**src/rtl/aq_mmu_sysmap_cfg_if.sv**
```systemverilog
// Bus bundle for the sysmap configuration block.
// Carries the CSR write port, the readback port and the lookup request/response.
interface aq_mmu_sysmap_cfg_if #(
  parameter int ENTRY_NUM = 8,
  parameter int ADDR_W    = 28,
  parameter int ATTR_W    = 5,
  parameter int IDX_W     = 3
);
  logic                 cfg_wr_vld;
  logic                 cfg_wr_rdy;
  logic                 cfg_wr_sel;
  logic [IDX_W-1:0]     cfg_wr_idx;
  logic [ADDR_W-1:0]    cfg_wr_data;
  logic [IDX_W-1:0]     cfg_rd_idx;
  logic [ADDR_W-1:0]    cfg_rd_upaddr;
  logic [ATTR_W-1:0]    cfg_rd_attr;
  logic                 cfg_upd_pulse;
  logic                 lkup_vld;
  logic [ADDR_W-1:0]    lkup_ppn;
  logic                 lkup_stall;
  logic                 rsp_vld;
  logic [ENTRY_NUM-1:0] addr_ge_bottom;
  logic [ENTRY_NUM-1:0] sysmap_comp_hit;
  logic                 rsp_hit;
  logic [ATTR_W-1:0]    rsp_attr;

  modport master (
    output cfg_wr_vld, cfg_wr_sel, cfg_wr_idx, cfg_wr_data, cfg_rd_idx,
           lkup_vld, lkup_ppn,
    input  cfg_wr_rdy, cfg_rd_upaddr, cfg_rd_attr, cfg_upd_pulse,
           lkup_stall, rsp_vld, addr_ge_bottom, sysmap_comp_hit, rsp_hit, rsp_attr
  );

  modport slave (
    input  cfg_wr_vld, cfg_wr_sel, cfg_wr_idx, cfg_wr_data, cfg_rd_idx,
           lkup_vld, lkup_ppn,
    output cfg_wr_rdy, cfg_rd_upaddr, cfg_rd_attr, cfg_upd_pulse,
           lkup_stall, rsp_vld, addr_ge_bottom, sysmap_comp_hit, rsp_hit, rsp_attr
  );
endinterface

```
**src/rtl/aq_mmu_sysmap_cfg.sv**
```systemverilog
// Sysmap address-attribute map: programmable region table plus lookup driver.
// Writes take an IDLE->COMMIT round trip; lookups are blocked only while committing,
// so a response always sees a stable table.
module aq_mmu_sysmap_cfg #(
  parameter int                ENTRY_NUM = 8,
  parameter int                ADDR_W    = 28,
  parameter int                ATTR_W    = 5,
  parameter int                IDX_W     = 3,
  parameter logic [ATTR_W-1:0] DFLT_ATTR = ATTR_W'(5'b01111)
) (
  input logic                 forever_cpuclk,
  input logic                 cpurst_b,
  aq_mmu_sysmap_cfg_if.slave  bus
);

  typedef enum logic {IDLE, COMMIT} state_t;

  state_t state;
  state_t state_nxt;

  logic              wr_rdy;
  logic              stall;
  logic              upd_pulse;
  logic              wr_sel_q;
  logic [IDX_W-1:0]  wr_idx_q;
  logic [ADDR_W-1:0] wr_data_q;

  logic [ADDR_W-1:0] upaddr [ENTRY_NUM];
  logic [ATTR_W-1:0] attr   [ENTRY_NUM];
  logic [ADDR_W-1:0] bottom [ENTRY_NUM];

  logic                 accept;
  logic [ENTRY_NUM-1:0] ge_nxt;
  logic [ENTRY_NUM-1:0] comp_nxt;
  logic                 hit_nxt;
  logic [ATTR_W-1:0]    attr_nxt;

  logic                 rsp_vld_q;
  logic [ENTRY_NUM-1:0] ge_q;
  logic [ENTRY_NUM-1:0] comp_q;
  logic                 hit_q;
  logic [ATTR_W-1:0]    attr_q;

  // Write FSM state register.
  always_ff @(posedge forever_cpuclk or negedge cpurst_b) begin
    if (!cpurst_b) state <= IDLE;
    else           state <= state_nxt;
  end

  // Write FSM next state and handshake outputs; COMMIT is the single update cycle.
  always_comb begin
    state_nxt = state;
    wr_rdy    = 1'b0;
    stall     = 1'b0;
    upd_pulse = 1'b0;
    case (state)
      IDLE: begin
        wr_rdy = 1'b1;
        if (bus.cfg_wr_vld) state_nxt = COMMIT;
      end
      COMMIT: begin
        stall     = 1'b1;
        upd_pulse = 1'b1;
        state_nxt = IDLE;
      end
      default: state_nxt = IDLE;
    endcase
  end

  // Capture the write request when it is accepted in IDLE.
  always_ff @(posedge forever_cpuclk or negedge cpurst_b) begin
    if (!cpurst_b) begin
      wr_sel_q  <= 1'b0;
      wr_idx_q  <= '0;
      wr_data_q <= '0;
    end else if (state == IDLE && bus.cfg_wr_vld) begin
      wr_sel_q  <= bus.cfg_wr_sel;
      wr_idx_q  <= bus.cfg_wr_idx;
      wr_data_q <= bus.cfg_wr_data;
    end
  end

  // Region table; the last entry resets to cover the whole space with the default attribute.
  always_ff @(posedge forever_cpuclk or negedge cpurst_b) begin
    if (!cpurst_b) begin
      for (int i = 0; i < ENTRY_NUM; i++) begin
        if (i == ENTRY_NUM - 1) begin
          upaddr[i] <= '1;
          attr[i]   <= DFLT_ATTR;
        end else begin
          upaddr[i] <= '0;
          attr[i]   <= '0;
        end
      end
    end else if (state == COMMIT) begin
      if (wr_sel_q) attr[wr_idx_q]   <= wr_data_q[ATTR_W-1:0];
      else          upaddr[wr_idx_q] <= wr_data_q;
    end
  end

  // Per-entry range compare against the current table; lowest-index hit wins.
  always_comb begin
    ge_nxt   = '0;
    comp_nxt = '0;
    hit_nxt  = 1'b0;
    attr_nxt = '0;
    bottom[0] = '0;
    for (int i = 1; i < ENTRY_NUM; i++) bottom[i] = upaddr[i-1];
    for (int i = 0; i < ENTRY_NUM; i++) begin
      ge_nxt[i]   = (bus.lkup_ppn >= bottom[i]);
      comp_nxt[i] = (bus.lkup_ppn < upaddr[i]);
      if (!hit_nxt && ge_nxt[i] && comp_nxt[i]) begin
        hit_nxt  = 1'b1;
        attr_nxt = attr[i];
      end
    end
  end

  assign accept = bus.lkup_vld & ~stall;

  // Response registers: loaded on accept, otherwise held; rsp_vld pulses once per accept.
  always_ff @(posedge forever_cpuclk or negedge cpurst_b) begin
    if (!cpurst_b) begin
      rsp_vld_q <= 1'b0;
      ge_q      <= '0;
      comp_q    <= '0;
      hit_q     <= 1'b0;
      attr_q    <= '0;
    end else begin
      rsp_vld_q <= accept;
      if (accept) begin
        ge_q   <= ge_nxt;
        comp_q <= comp_nxt;
        hit_q  <= hit_nxt;
        attr_q <= attr_nxt;
      end
    end
  end

  assign bus.cfg_wr_rdy      = wr_rdy;
  assign bus.cfg_upd_pulse   = upd_pulse;
  assign bus.lkup_stall      = stall;
  assign bus.cfg_rd_upaddr   = upaddr[bus.cfg_rd_idx];
  assign bus.cfg_rd_attr     = attr[bus.cfg_rd_idx];
  assign bus.rsp_vld         = rsp_vld_q;
  assign bus.addr_ge_bottom  = ge_q;
  assign bus.sysmap_comp_hit = comp_q;
  assign bus.rsp_hit         = hit_q;
  assign bus.rsp_attr        = attr_q;

endmodule

```
**src/flat_wrapper.sv**
```systemverilog
// flat-port wrapper written by rule: the top's interface ports become plain ports
module aq_mmu_sysmap_cfg_flat 
#(
  parameter int                ENTRY_NUM = 8,
  parameter int                ADDR_W    = 28,
  parameter int                ATTR_W    = 5,
  parameter int                IDX_W     = 3,
  parameter logic [ATTR_W-1:0] DFLT_ATTR = ATTR_W'(5'b01111)
)
  (forever_cpuclk, cpurst_b, bus_cfg_wr_vld, bus_cfg_wr_sel, bus_cfg_wr_idx, bus_cfg_wr_data, bus_cfg_rd_idx, bus_lkup_vld, bus_lkup_ppn, bus_cfg_wr_rdy, bus_cfg_rd_upaddr, bus_cfg_rd_attr, bus_cfg_upd_pulse, bus_lkup_stall, bus_rsp_vld, bus_addr_ge_bottom, bus_sysmap_comp_hit, bus_rsp_hit, bus_rsp_attr);
  aq_mmu_sysmap_cfg_if #(.ENTRY_NUM(ENTRY_NUM), .ADDR_W(ADDR_W), .ATTR_W(ATTR_W), .IDX_W(IDX_W)) bus_i ();
  input logic forever_cpuclk;
  input logic cpurst_b;
  input wire logic [$bits(bus_i.cfg_wr_vld)-1:0] bus_cfg_wr_vld;
  input wire logic [$bits(bus_i.cfg_wr_sel)-1:0] bus_cfg_wr_sel;
  input wire logic [$bits(bus_i.cfg_wr_idx)-1:0] bus_cfg_wr_idx;
  input wire logic [$bits(bus_i.cfg_wr_data)-1:0] bus_cfg_wr_data;
  input wire logic [$bits(bus_i.cfg_rd_idx)-1:0] bus_cfg_rd_idx;
  input wire logic [$bits(bus_i.lkup_vld)-1:0] bus_lkup_vld;
  input wire logic [$bits(bus_i.lkup_ppn)-1:0] bus_lkup_ppn;
  output wire logic [$bits(bus_i.cfg_wr_rdy)-1:0] bus_cfg_wr_rdy;
  output wire logic [$bits(bus_i.cfg_rd_upaddr)-1:0] bus_cfg_rd_upaddr;
  output wire logic [$bits(bus_i.cfg_rd_attr)-1:0] bus_cfg_rd_attr;
  output wire logic [$bits(bus_i.cfg_upd_pulse)-1:0] bus_cfg_upd_pulse;
  output wire logic [$bits(bus_i.lkup_stall)-1:0] bus_lkup_stall;
  output wire logic [$bits(bus_i.rsp_vld)-1:0] bus_rsp_vld;
  output wire logic [$bits(bus_i.addr_ge_bottom)-1:0] bus_addr_ge_bottom;
  output wire logic [$bits(bus_i.sysmap_comp_hit)-1:0] bus_sysmap_comp_hit;
  output wire logic [$bits(bus_i.rsp_hit)-1:0] bus_rsp_hit;
  output wire logic [$bits(bus_i.rsp_attr)-1:0] bus_rsp_attr;
  assign bus_i.cfg_wr_vld = bus_cfg_wr_vld;
  assign bus_i.cfg_wr_sel = bus_cfg_wr_sel;
  assign bus_i.cfg_wr_idx = bus_cfg_wr_idx;
  assign bus_i.cfg_wr_data = bus_cfg_wr_data;
  assign bus_i.cfg_rd_idx = bus_cfg_rd_idx;
  assign bus_i.lkup_vld = bus_lkup_vld;
  assign bus_i.lkup_ppn = bus_lkup_ppn;
  assign bus_cfg_wr_rdy = bus_i.cfg_wr_rdy;
  assign bus_cfg_rd_upaddr = bus_i.cfg_rd_upaddr;
  assign bus_cfg_rd_attr = bus_i.cfg_rd_attr;
  assign bus_cfg_upd_pulse = bus_i.cfg_upd_pulse;
  assign bus_lkup_stall = bus_i.lkup_stall;
  assign bus_rsp_vld = bus_i.rsp_vld;
  assign bus_addr_ge_bottom = bus_i.addr_ge_bottom;
  assign bus_sysmap_comp_hit = bus_i.sysmap_comp_hit;
  assign bus_rsp_hit = bus_i.rsp_hit;
  assign bus_rsp_attr = bus_i.rsp_attr;
  aq_mmu_sysmap_cfg #(.ENTRY_NUM(ENTRY_NUM), .ADDR_W(ADDR_W), .ATTR_W(ATTR_W), .IDX_W(IDX_W), .DFLT_ATTR(DFLT_ATTR)) u_core (.forever_cpuclk(forever_cpuclk), .cpurst_b(cpurst_b), .bus(bus_i));
endmodule
```
**config.mk**
```make
export PLATFORM = sky130hd
export DESIGN_NAME = aq_mmu_sysmap_cfg_flat
export DESIGN_NICKNAME = d
export VERILOG_FILES = /design/src/rtl/aq_mmu_sysmap_cfg_if.sv /design/src/rtl/aq_mmu_sysmap_cfg.sv /design/src/flat_wrapper.sv
export SDC_FILE = /design/constraint.sdc
export NUM_CORES = 1
export LEC_CHECK = 0
export CAP_MARGIN = 0
export CORE_MARGIN = 5
export CORE_UTILIZATION = 25
export CTS_BUF_LIST = sky130_fd_sc_hd__clkbuf_2
export CTS_CLUSTER_SIZE = 20
export DETAILED_ROUTE_END_ITERATION = 10
export SETUP_SLACK_MARGIN = 0.4
export SYNTH_ARGS = -nofsm -noshare
export SYNTH_HDL_FRONTEND = slang
export SYNTH_SLANG_ARGS = --single-unit
export TNS_END_PERCENT = 30
```
**constraint.sdc**
```tcl
create_clock -name forever_cpuclk -period 5.2 [get_ports forever_cpuclk]
set_input_delay 0.78 -clock forever_cpuclk [delete_from_list [all_inputs] [get_ports forever_cpuclk]]
set_output_delay 0.78 -clock forever_cpuclk [all_outputs]
set_load 0.05 [all_outputs]
```
======== Word level (Yosys, flattened, before mapping) ========
Cells that the tools add are included.
storage, ports and cells
  flip-flop bits (word level) ............. 320
  input port bits ......................... 67
  output and inout port bits .............. 59
operators by class
  magnitude comparators ................... 19
  multiplexer cells ....................... 32
  bitwise logic cells ..................... 6
  reduce and logical (&&, ||, !) cells .... 26
operators with widths
  operator               count
  $bwmux W224            1
  $lt A28 B28 Y1         8
  $ge A28 B28 Y1         7
  $bmux W28 S3           1
  $demux W28 S3          1
  $mux W28               3
  $mux W5                11
  $bwmux W40             1
  $ge A28 B1 Y1 const B  1
  $logic_and A1 B1 Y1    17
  $bmux W5 S3            1
  $demux W5 S3           1
  $mux W1                11
  $ge A4 B4 Y1 const B   2
  $not A3 Y4             2
  $logic_not A1 Y1       7
  $lt A4 B1 Y1 const B   1
  $reduce_and A2 Y1      2
  $not A1 Y1             3
  $pmux W1 S2            1
  $and A1 B1 Y1          1

======== Depth between registers and ports, before layout ========
Gate-level depths: netlist of the first run.
  word-level depth ........................ 31
  depth in mapped cells ................... 12

======== Worst setup path before layout of the first run ========
Ideal clock, no wire load.
  path type ............................... input -> output
  from .................................... in bus_cfg_rd_idx[0]
  to ...................................... out bus_cfg_rd_upaddr[10]
  arrival time ............................ 2.506 ns
  slack ................................... 1.914 ns
  stages on the path ...................... 4
  path buffers ............................ 2
  path through ............................ buf_2 -> buf_1 -> mux4_2 -> mux2_2
on the way
  word-level cells in the longest chain between the ends .. 4
RTL lines
  what                                          line                      source
  start: declaration                            flat_wrapper.sv:18        input wire logic [$bits(bus_i.cfg_rd_idx)-1:0] bus_cfg_rd_idx;
  $not A3 Y4 (implied by the code)              aq_mmu_sysmap_cfg.sv:143  assign bus.cfg_rd_upaddr = upaddr[bus.cfg_rd_idx];
  $bmux W28 S3                                  aq_mmu_sysmap_cfg.sv:143
  $mux W28 (implied by the code) (2 in series)  aq_mmu_sysmap_cfg.sv:143
  end: declaration                              flat_wrapper.sv:22        output wire logic [$bits(bus_i.cfg_rd_upaddr)-1:0] bus_cfg_rd_upaddr;
Every way passes these cells. The select of a mux whose other input is x is not followed.

======== Worst setup path after layout of the first run ========
  from .................................... in bus_cfg_rd_idx[1]
  to ...................................... out bus_cfg_rd_upaddr[19]
The elaborated chain is that of the path after synthesis.

==> impl_metrics.yaml, run 1 <==
routing:
  vias: 15043
  vias_per_cell: 4.86
  drt_iter0_markers: 1192
  postRouteAntennaNets: 0
  firstDrtPassIters: 5
  drc: 0
  wl_per_cell_um: 21.3
  routed_wl_um: 66000
synthesis:
  ys_seq_elements: 320
  synth-async-reset-ratio: 1.00
  seq_area_frac_synth: 0.410
  ys_types: 64
  netlist_instances: 1827
  syn_area_mm2: 0.0196
  synth_ff_type: "dfrtp_1"
  syn-num-nets: 2117
  synth-edff-count: 0
  yosys_warnings: 0
  synth.avg_cell_area_um2: 10.8
critical_path:
  startpoint_type: "primary input"
  rrSetupSlack_ns: 1.83
  crit_path_end_kind: "output port"
  cp.arrival_ns: 3.14
  critical_path_class: "in2out"
  cp.required_ns: 4.42
  path_max_fanout: 48
job:
  cap_viol_max_count: 0
timing:
  period_needed_ns: 3.92
  maxSlewHeadroom: 0.316
  max_freq_mhz: 255
  worst_pin_slew_ns: 1.00
  tns_ns: 0
  fin_skew_ns: 0.0778
  setup_violations: 0
  finalCritPeriodShare: 0.753
  slew_violations: 0
  hold_violations: 0
  rsz0062_at_grt: "no"
cts:
  cts_tree: "done"
  cts_setup_buffers: 0
  clockBufferDepth: 3
  cts_root_buf: "clkbuf_2"
  cts.sinks: 320
  clkTransAtPathRegs_ns: 0.11
  h-tree-depth: 3
  ctsHoldBuffers: 1
  cts_buffers: 89
  insertion_delay_ns: 1.08
  cts_resized: 0
power_and_ir_drop:
  ir_drop_mv: 0.215
  switching_power_mw: 5.53
  swShare: 0.440
  seqPwrFrac: 0.363
  p_leak_nw: 10.1
  p_per_area_mw_per_mm2: 548
  clockPowerShare: 0.159
  comb_power_share: 0.479
  total_power_mw: 12.6
  intPower_mw: 7.05
die:
  die_x_um: 290
  die_area_mm2: 0.0843
  core.rowCount: 102
  coreArea_mm2: 0.0777
  pin_count: 126
  die_h_um: 290
  start_util: 0.253
global_route:
  grt_overflow: 0
  grt_max_degree: 141
  grtUsageTotal: 0.154
  grt_pass1_wl_um: 101000
  grt_pass1_vias: 15856
  antenna_found_initial: 8
min_path:
  min_path_type: "in2async"
placed_design:
  place.gp.congestion: 0.914
  portBuffers: 125
  dpl.hpwl_um: 48500
cells_and_area:
  area_delta_synth_final_pct: 16.9
  nNetsFinal: 2266
  layout-drive-gt1-share: 0.247
  fill_cells: 8027
outcome:
  status: "completed"
-- through the flow --
| stage | hold slack (ns) | instances | instance area (um^2) | setup slack, ns | util |
|---|---|---|---|---|---|
| after floorplan | 0.484 | 1827 | 19600 | 1.91 | - |
| after global placement | 0.464 | 2924 | 22100 | 0.623 | 0.284 |
| after detailed placement | 0.472 | 2924 | 22100 | 0.685 | 0.284 |
| after CTS | 0.160 | 3088 | 23000 | 1.23 | 0.295 |
| after global routing | 0.182 | 3092 | 23000 | 1.22 | 0.296 |
| final | 0.257 | 3094 | 23000 | 1.28 | 0.296 |
-- registers in the layout, indices dropped and copies added (netlist names), 3 cells and up --
| register | cells |
|---|---|
| u_core.attr | 40 |
| u_core.upaddr | 28 |
| u_core.bus.addr_ge_bottom | 8 |
| u_core.bus.rsp_attr | 5 |
| u_core.bus.sysmap_comp_hit | 8 |
| u_core.bottom | 196 |
| u_core.wr_idx_q | 3 |
| u_core.wr_data_q | 28 |
-- logic make-up after synthesis --
logic type	Yosys count	synth area share
mux	281	0.199
fa+ha+maj	223	0.142
simple gates	359	0.0879
flops	320	0.410
compound gates	328	0.0994
buf+inv	316	0.0623
-- metal layers --
layer	track usage	part of all wire
met1	0.206	0.44
met4	0.0417	0.024
met5	0	0.00062
met3	0.0374	0.063
met2	0.251	0.47
-- power by group through the flow --
stage                     clock network [mW]  logic (mW)  registers, mW
final                                   1.99        6.02           4.56
after global routing                    2.20        6.61           4.70
after detailed placement                   0        6.01           4.59
after global placement                     0        5.93           4.51
after CTS                               2.06        6.05           4.54
after floorplan                            0        3.95           4.42
-- layout by cell type, fill, tap and decap left out, drive strengths merged, types with 20 or more instances in the layout --
cell / netlist / routed
dfrtp: 288 / 288
inv: 226 / 226
ha: 223 / 223
mux2: 215 / 215
nand2: 180 / 180
o21ai: 155 / 155
clkbuf: 76 / 128
clkdlybuf4s50: 0 / 121
a21oi: 78 / 78
mux4: 66 / 66
nor2: 50 / 50
nand4: 33 / 33
dfstp: 32 / 32
clkinv: 0 / 31
nand3: 29 / 29
buf: 14 / 26
a21o: 20 / 20
-- final timing paths --
kind / from / endpoint / depth (start not counted)
max reg2reg: u_core.bottom[109] / u_core.bus.rsp_attr[0] / 10
min: cpurst_b / u_core.bottom[89] / 2
min reg2reg: u_core.bus.sysmap_comp_hit[2] / u_core.bus.sysmap_comp_hit[2] / 2
max: bus_cfg_rd_idx[1] / bus_cfg_rd_upaddr[19] / 5
min in group forever_cpuclk: bus_cfg_wr_data[11] / u_core.wr_data_q[11] / 2
max in group asynchronous: cpurst_b / u_core.bottom[78] / 3
-- synthesized netlist by cell type (7+ instances only) --
cell        n  share of area
nor3_1     12         0.0031
nor2b_1     8         0.0025
and3_1      8         0.0025
a21oi_1    78          0.020
and4_1      7         0.0031
a31oi_1     9         0.0029
buf_1       8         0.0015
o21ai_1     9         0.0023
ha_1      223           0.14
o211ai_1   12         0.0046
a211oi_1   10         0.0038
mux4_2     66          0.076
dfstp_2    32          0.043
clkbuf_2   22         0.0056
nand2b_1    8         0.0025
a21o_1     20         0.0076
clkbuf_1   54          0.010
nand2_1   180          0.034
mux2_2    215           0.12
dfrtp_1   288           0.37
a221oi_1    8         0.0036
nor2_1     50         0.0096
o21ai_0   144          0.037
nand3_1    29         0.0074
inv_1     226          0.043
nand4_1    31         0.0099
-- cell type report --
type	instances	area (um^2)	area share
Inverter	226	848	0.0369
Multi-Input combinational cell	1191	10400	0.454
Clock buffer	128	641	0.0279
Sequential cell	320	8050	0.350
Clock inverter	35	233	0.0101
Antenna cell	6	15.0	0.000653
Tap cell	1040	1300	0.0566
Timing Repair Buffer	148	1470	0.0639
-- worst max-delay path, cell delays in order --
cell and delay, ns:
buf_2 0.48, buf_12 0.38, mux4_2 0.36, mux2_2 0.34, clkdlybuf4s50_1 0.74
No activity file was read; power rests on OpenSTA's default activity.
==> run 2, diff against run 1 <==
clock period = 3.38 ns   (was 5.2 ns; I/O delays follow)
==> impl_metrics.yaml, run 2 (synthesis gave the netlist of run 1 again) <==
cells_and_area:
  seqCellArea_mm2: 0.00805
  multiInputGateArea_mm2: 0.0107
  area_delta_synth_final_pct: 25.9
  layout-drive-gt1-share: 0.325
  finish.utilization: 0.318
  final_cell_count_no_fill: 3275
  final_cell_mix: "288 x dfrtp_1, 222 x inv_1, 215 x ha_1"
  nNetsFinal: 2446
  final_common_cell: "dfrtp_1"
  largest_register_ffs: 196
  fill_cells: 7909
placed_design:
  place.gp.congestion: 0.909
  pre_cts_ws_ns: -0.377
  dpl.cell_count: 3042
  dpl.hpwl_um: 48500
  portBuffers: 125
die:
  core.rowCount: 102
  pin_count: 126
  coreArea_mm2: 0.0777
  die_x_um: 290
  start_util: 0.253
  die_area_mm2: 0.0843
  die_h_um: 290
cts:
  cts.sinks: 320
  clockBufferDepth: 3
  cts_buffers: 90
  h-tree-depth: 3
  cts_tree: "done"
  insertion_delay_ns: 1.07
  cts_root_buf: "clkbuf_2"
  clkTransAtPathRegs_ns: 0.11
min_path:
  min_to: "u_core.wr_data_q[6]"
  hp-start: "bus_cfg_wr_data[6]"
  min_path_type: "in2reg"
  min_path_cells: 2
critical_path:
  ff2ff_path_depth: 11
  cp.arrival_ns: 2.46
  crit_path_end_kind: "output port"
  startpoint_type: "register"
  timing.rr.end: "u_core.bus.rsp_attr[3]"
  critical_path_class: "reg2out"
  cp.required_ns: 2.87
  reg2reg_from: "u_core.bottom[180]"
  rrSetupSlack_ns: 0.44
  path_max_fanout: 3
routing:
  drc: 0
  postRouteAntennaNets: 0
  wl_per_cell_um: 20.1
  firstDrtPassIters: 5
  drt_iter0_markers: 888
  routed_wl_um: 65700
  vias: 15508
  vias_per_cell: 4.74
timing:
  final.setup.worst_slack_ns: 0.409
  finalCritPeriodShare: 0.879
  maxSlewHeadroom: 0.472
  hold_violations: 0
  max_freq_mhz: 337
  fin_skew_ns: 0.0832
  worst_pin_slew_ns: 0.789
  setup_violations: 0
  period_needed_ns: 2.97
  slew_violations: 0
  rsz0062_at_grt: "yes"
job:
  cap_viol_max_count: 0
outcome:
  status: "completed"
global_route:
  grt_overflow: 0
  grt_pass1_vias: 16536
  grt_pass1_wl_um: 101000
  antenna_found_initial: 3
  grt_max_degree: 66
  grtUsageTotal: 0.153
power_and_ir_drop:
  p_leak_nw: 11.2
  p_per_area_mw_per_mm2: 821
  ir_drop_mv: 0.391
[run 2: changes by cell type in the layout (fill, tap and decap cells not counted), moves of 9 or more]
cell	before	now
mux2_2	215	200
buf_4	19	179
clkdlybuf4s50_1	121	83
buf_12	4	13
dlygate4sd3_1	1	27
mux2_4	0	15
clkbuf_2	128	141
buf_6	0	16
[run 2: how the worst max path moves through the flow]
| stage | startpoint | to | slack, ns | depth (start not counted) |
|---|---|---|---|---|
| finish | u_core.bottom[63] | bus_cfg_rd_upaddr[7] | 0.41 | 3 |
| global route | u_core.bottom[63] | bus_cfg_rd_upaddr[7] | 0.22 | 3 |
| CTS | u_core.attr[19] | bus_cfg_rd_attr[4] | 0.26 | 3 |
| detailed placement | bus_lkup_ppn[7] | u_core.bus.rsp_attr[4] | -0.38 | 11 |
| global placement | bus_lkup_ppn[25] | u_core.bus.rsp_attr[2] | -0.42 | 11 |
| floorplan | bus_cfg_rd_idx[0] | bus_cfg_rd_upaddr[10] | 0.64 | 4 |
[run 2: power breakdown]
part | total, mW | switching [mW] | internal, mW
registers | 6.95 | 1.32 | 5.63
logic | 10.4 | 5.61 | 4.75
clock network | 3.00 | 1.74 | 1.26
total | 20.3 | 8.67 | 11.6
[run 2: per-stage QoR]
step	instance area (um^2)	power, mW	hold WS [ns]	setup TNS (ns)
final	24700	20.3	0.129	0
after global placement	23000	16.4	0.462	-2.44
after floorplan	19600	12.9	0.211	0
after CTS	24400	20.2	0.000213	0
after global routing	24700	21.8	-0.00492	0
after detailed placement	23000	16.7	0.464	-2.18
[run 2: layout make-up]
cell class | instances | area share
flip-flops and latches | 320 | 0.325
diodes | 5 | 0.000506
well taps | 1040 | 0.0526
repair buffers | 327 | 0.121
clock inverters | 25 | 0.00657
multi-input cells | 1191 | 0.432
inverters | 226 | 0.0343
clock buffers | 141 | 0.0285
[run 2: worst max-delay path, cell delays in order (launching register included)]
cell and delay (ns):
dfrtp_1 0.42, mux4_2 0.48, mux2_2 0.31, buf_4 0.20
[run 2: repair_timing]
action	CTS	global route
gates resized for setup	31	40
pin swaps	10	9
setup endpoints to repair	48	47
hold buffers	28	0
buffers inserted	19	15
endpoints found under the hold margin	219	0
[run 2: routing by layer]
layer  GRT usage  share of wire  vias to the layer above
met2       0.249           0.47                      471
li1            -              -                     7228
met4      0.0490          0.031                        2
met3      0.0374          0.061                      116
met5           0        0.00020                        -
met1       0.202           0.44                     7691
==> run 3, diff against run 2 <==
CTS_CLUSTER_DIAMETER = 40   (was unset)
HOLD_SLACK_MARGIN = 0.02   (was unset)
==> impl_metrics.yaml, run 3 (synthesis gave the netlist of run 1 again) <==
timing:
  fin_skew_ns: 0.0929
  rsz0062_at_grt: "yes"
  setup_violations: 0
  period_needed_ns: 3.06
  tns_ns: 0
  hold_violations: 0
  finalCritPeriodShare: 0.906
  slew_violations: 0
  max_freq_mhz: 327
  worst_pin_slew_ns: 0.795
  maxSlewHeadroom: 0.468
  final.setup.worst_slack_ns: 0.319
cts:
  cts_tree: "done"
  cts_root_buf: "clkbuf_2"
  cts.sinks: 320
  cts_buffers: 60
  insertion_delay_ns: 1.16
  clkTransAtPathRegs_ns: 0.19
  h-tree-depth: 2
  clockBufferDepth: 3
cells_and_area:
  fill_cells: 7861
  final_area_mm2: 0.0249
  largest_register_ffs: 196
  area_delta_synth_final_pct: 26.8
  nNetsFinal: 2432
  final_cell_mix: "288 x dfrtp_1, 222 x inv_1, 216 x ha_1"
  layout-drive-gt1-share: 0.314
  final_common_cell: "dfrtp_1"
  finish.utilization: 0.321
critical_path:
  crit_path_end_kind: "output port"
  cp.arrival_ns: 2.55
  startpoint_type: "register"
  path_max_fanout: 2
  critical_path_class: "reg2out"
  cp.required_ns: 2.87
die:
  pin_count: 126
  die_x_um: 290
  coreArea_mm2: 0.0777
  die_area_mm2: 0.0843
  core.rowCount: 102
  die_h_um: 290
  start_util: 0.253
global_route:
  grt_overflow: 0
  antenna_found_initial: 3
  grt_pass1_wl_um: 101000
  grt_pass1_vias: 16269
  grt_max_degree: 75
  grtUsageTotal: 0.153
power_and_ir_drop:
  total_power_mw: 20.6
  p_per_area_mw_per_mm2: 829
  p_leak_nw: 11.2
  ir_drop_mv: 0.347
routing:
  vias_per_cell: 4.73
  postRouteAntennaNets: 0
  vias: 15312
  wl_per_cell_um: 20.2
  routed_wl_um: 65500
  drt_iter0_markers: 849
  firstDrtPassIters: 5
  drc: 0
job:
  cap_viol_max_count: 0
outcome:
  status: "completed"
placed_design:
  pre_cts_ws_ns: -0.377
  place_area_mm2: 0.0230
  portBuffers: 125
  dpl.hpwl_um: 48500
  place.gp.congestion: 0.909
min_path:
  min_path_type: "in2reg"
[run 3: cell types whose count changed in the layout (fill, tap and decap cells not counted), sizes merged]
cell,change
clkinv,-5
buf,+9
clkdlybuf4s50,-1
clkbuf,-73
inv,+11
diode,-1
bufinv,+7
dlymetal6s2s,+1
dlygate4sd3,+7
clkinvlp,+8
[run 3: critical path: stages (launching register included)]
cell and delay, ns:
dfrtp_1 0.43, mux4_2 0.47, mux2_4 0.32, buf_6 0.16
[run 3: final cells by class]
type | instances | area [um^2] | share of cell area
Antenna cell | 4 | 10.0 | 0.000402
Clock buffer | 68 | 340 | 0.0137
Clock inverter | 46 | 529 | 0.0212
Inverter | 226 | 848 | 0.0340
Multi-Input combinational cell | 1191 | 10700 | 0.429
Sequential cell | 320 | 8050 | 0.323
Tap cell | 1040 | 1300 | 0.0522
Timing Repair Buffer | 343 | 3160 | 0.127
[run 3: worst paths after layout]
check                      slack [ns]                    startpoint  cells past startpoint                       endpoint
max                              0.32            u_core.bottom[131]                      3          bus_cfg_rd_upaddr[19]
min                              0.17                  bus_lkup_vld                      4  u_core.bus.sysmap_comp_hit[1]
max reg2reg                      0.38            u_core.bottom[190]                     13         u_core.bus.rsp_attr[2]
min reg2reg                      0.50  u_core.bus.addr_ge_bottom[0]                      1   u_core.bus.addr_ge_bottom[0]
max in group asynchronous        2.29                      cpurst_b                      4                 u_core.attr[1]
min in group asynchronous        0.57                      cpurst_b                      3               u_core.upaddr[3]
[run 3: through the flow]
stage / instances / hold slack [ns]
after floorplan: 1827 / 0.211
after global placement: 3042 / 0.462
after detailed placement: 3042 / 0.464
after CTS: 3224 / 0.0568
after global routing: 3237 / 0.0846
final: 3238 / 0.167
[run 3: repair_timing]
| item | 4_1_cts | 5_1_grt |
|---|---|---|
| endpoints found under the hold margin | 329 | 0 |
| setup endpoints to repair | 63 | 64 |
| setup buffers | 33 | 10 |
| hold buffers | 35 | 0 |
| pin swaps | 0 | 16 |
| gates resized for setup | 37 | 46 |
[run 3: routing by layer]
layer | vias to the layer above | global-route usage | wire length, um
met1 | 7648 | 0.206 | 29600
met5 | - | 0 | 13
met4 | 2 | 0.0381 | 1620
met2 | 381 | 0.255 | 31100
li1 | 7179 | - | -
met3 | 102 | 0.0313 | 3280
[run 3: power by group]
part | switching (mW) | internal (mW)
logic | 5.64 | 4.88
clock network | 1.83 | 1.37
registers | 1.30 | 5.61
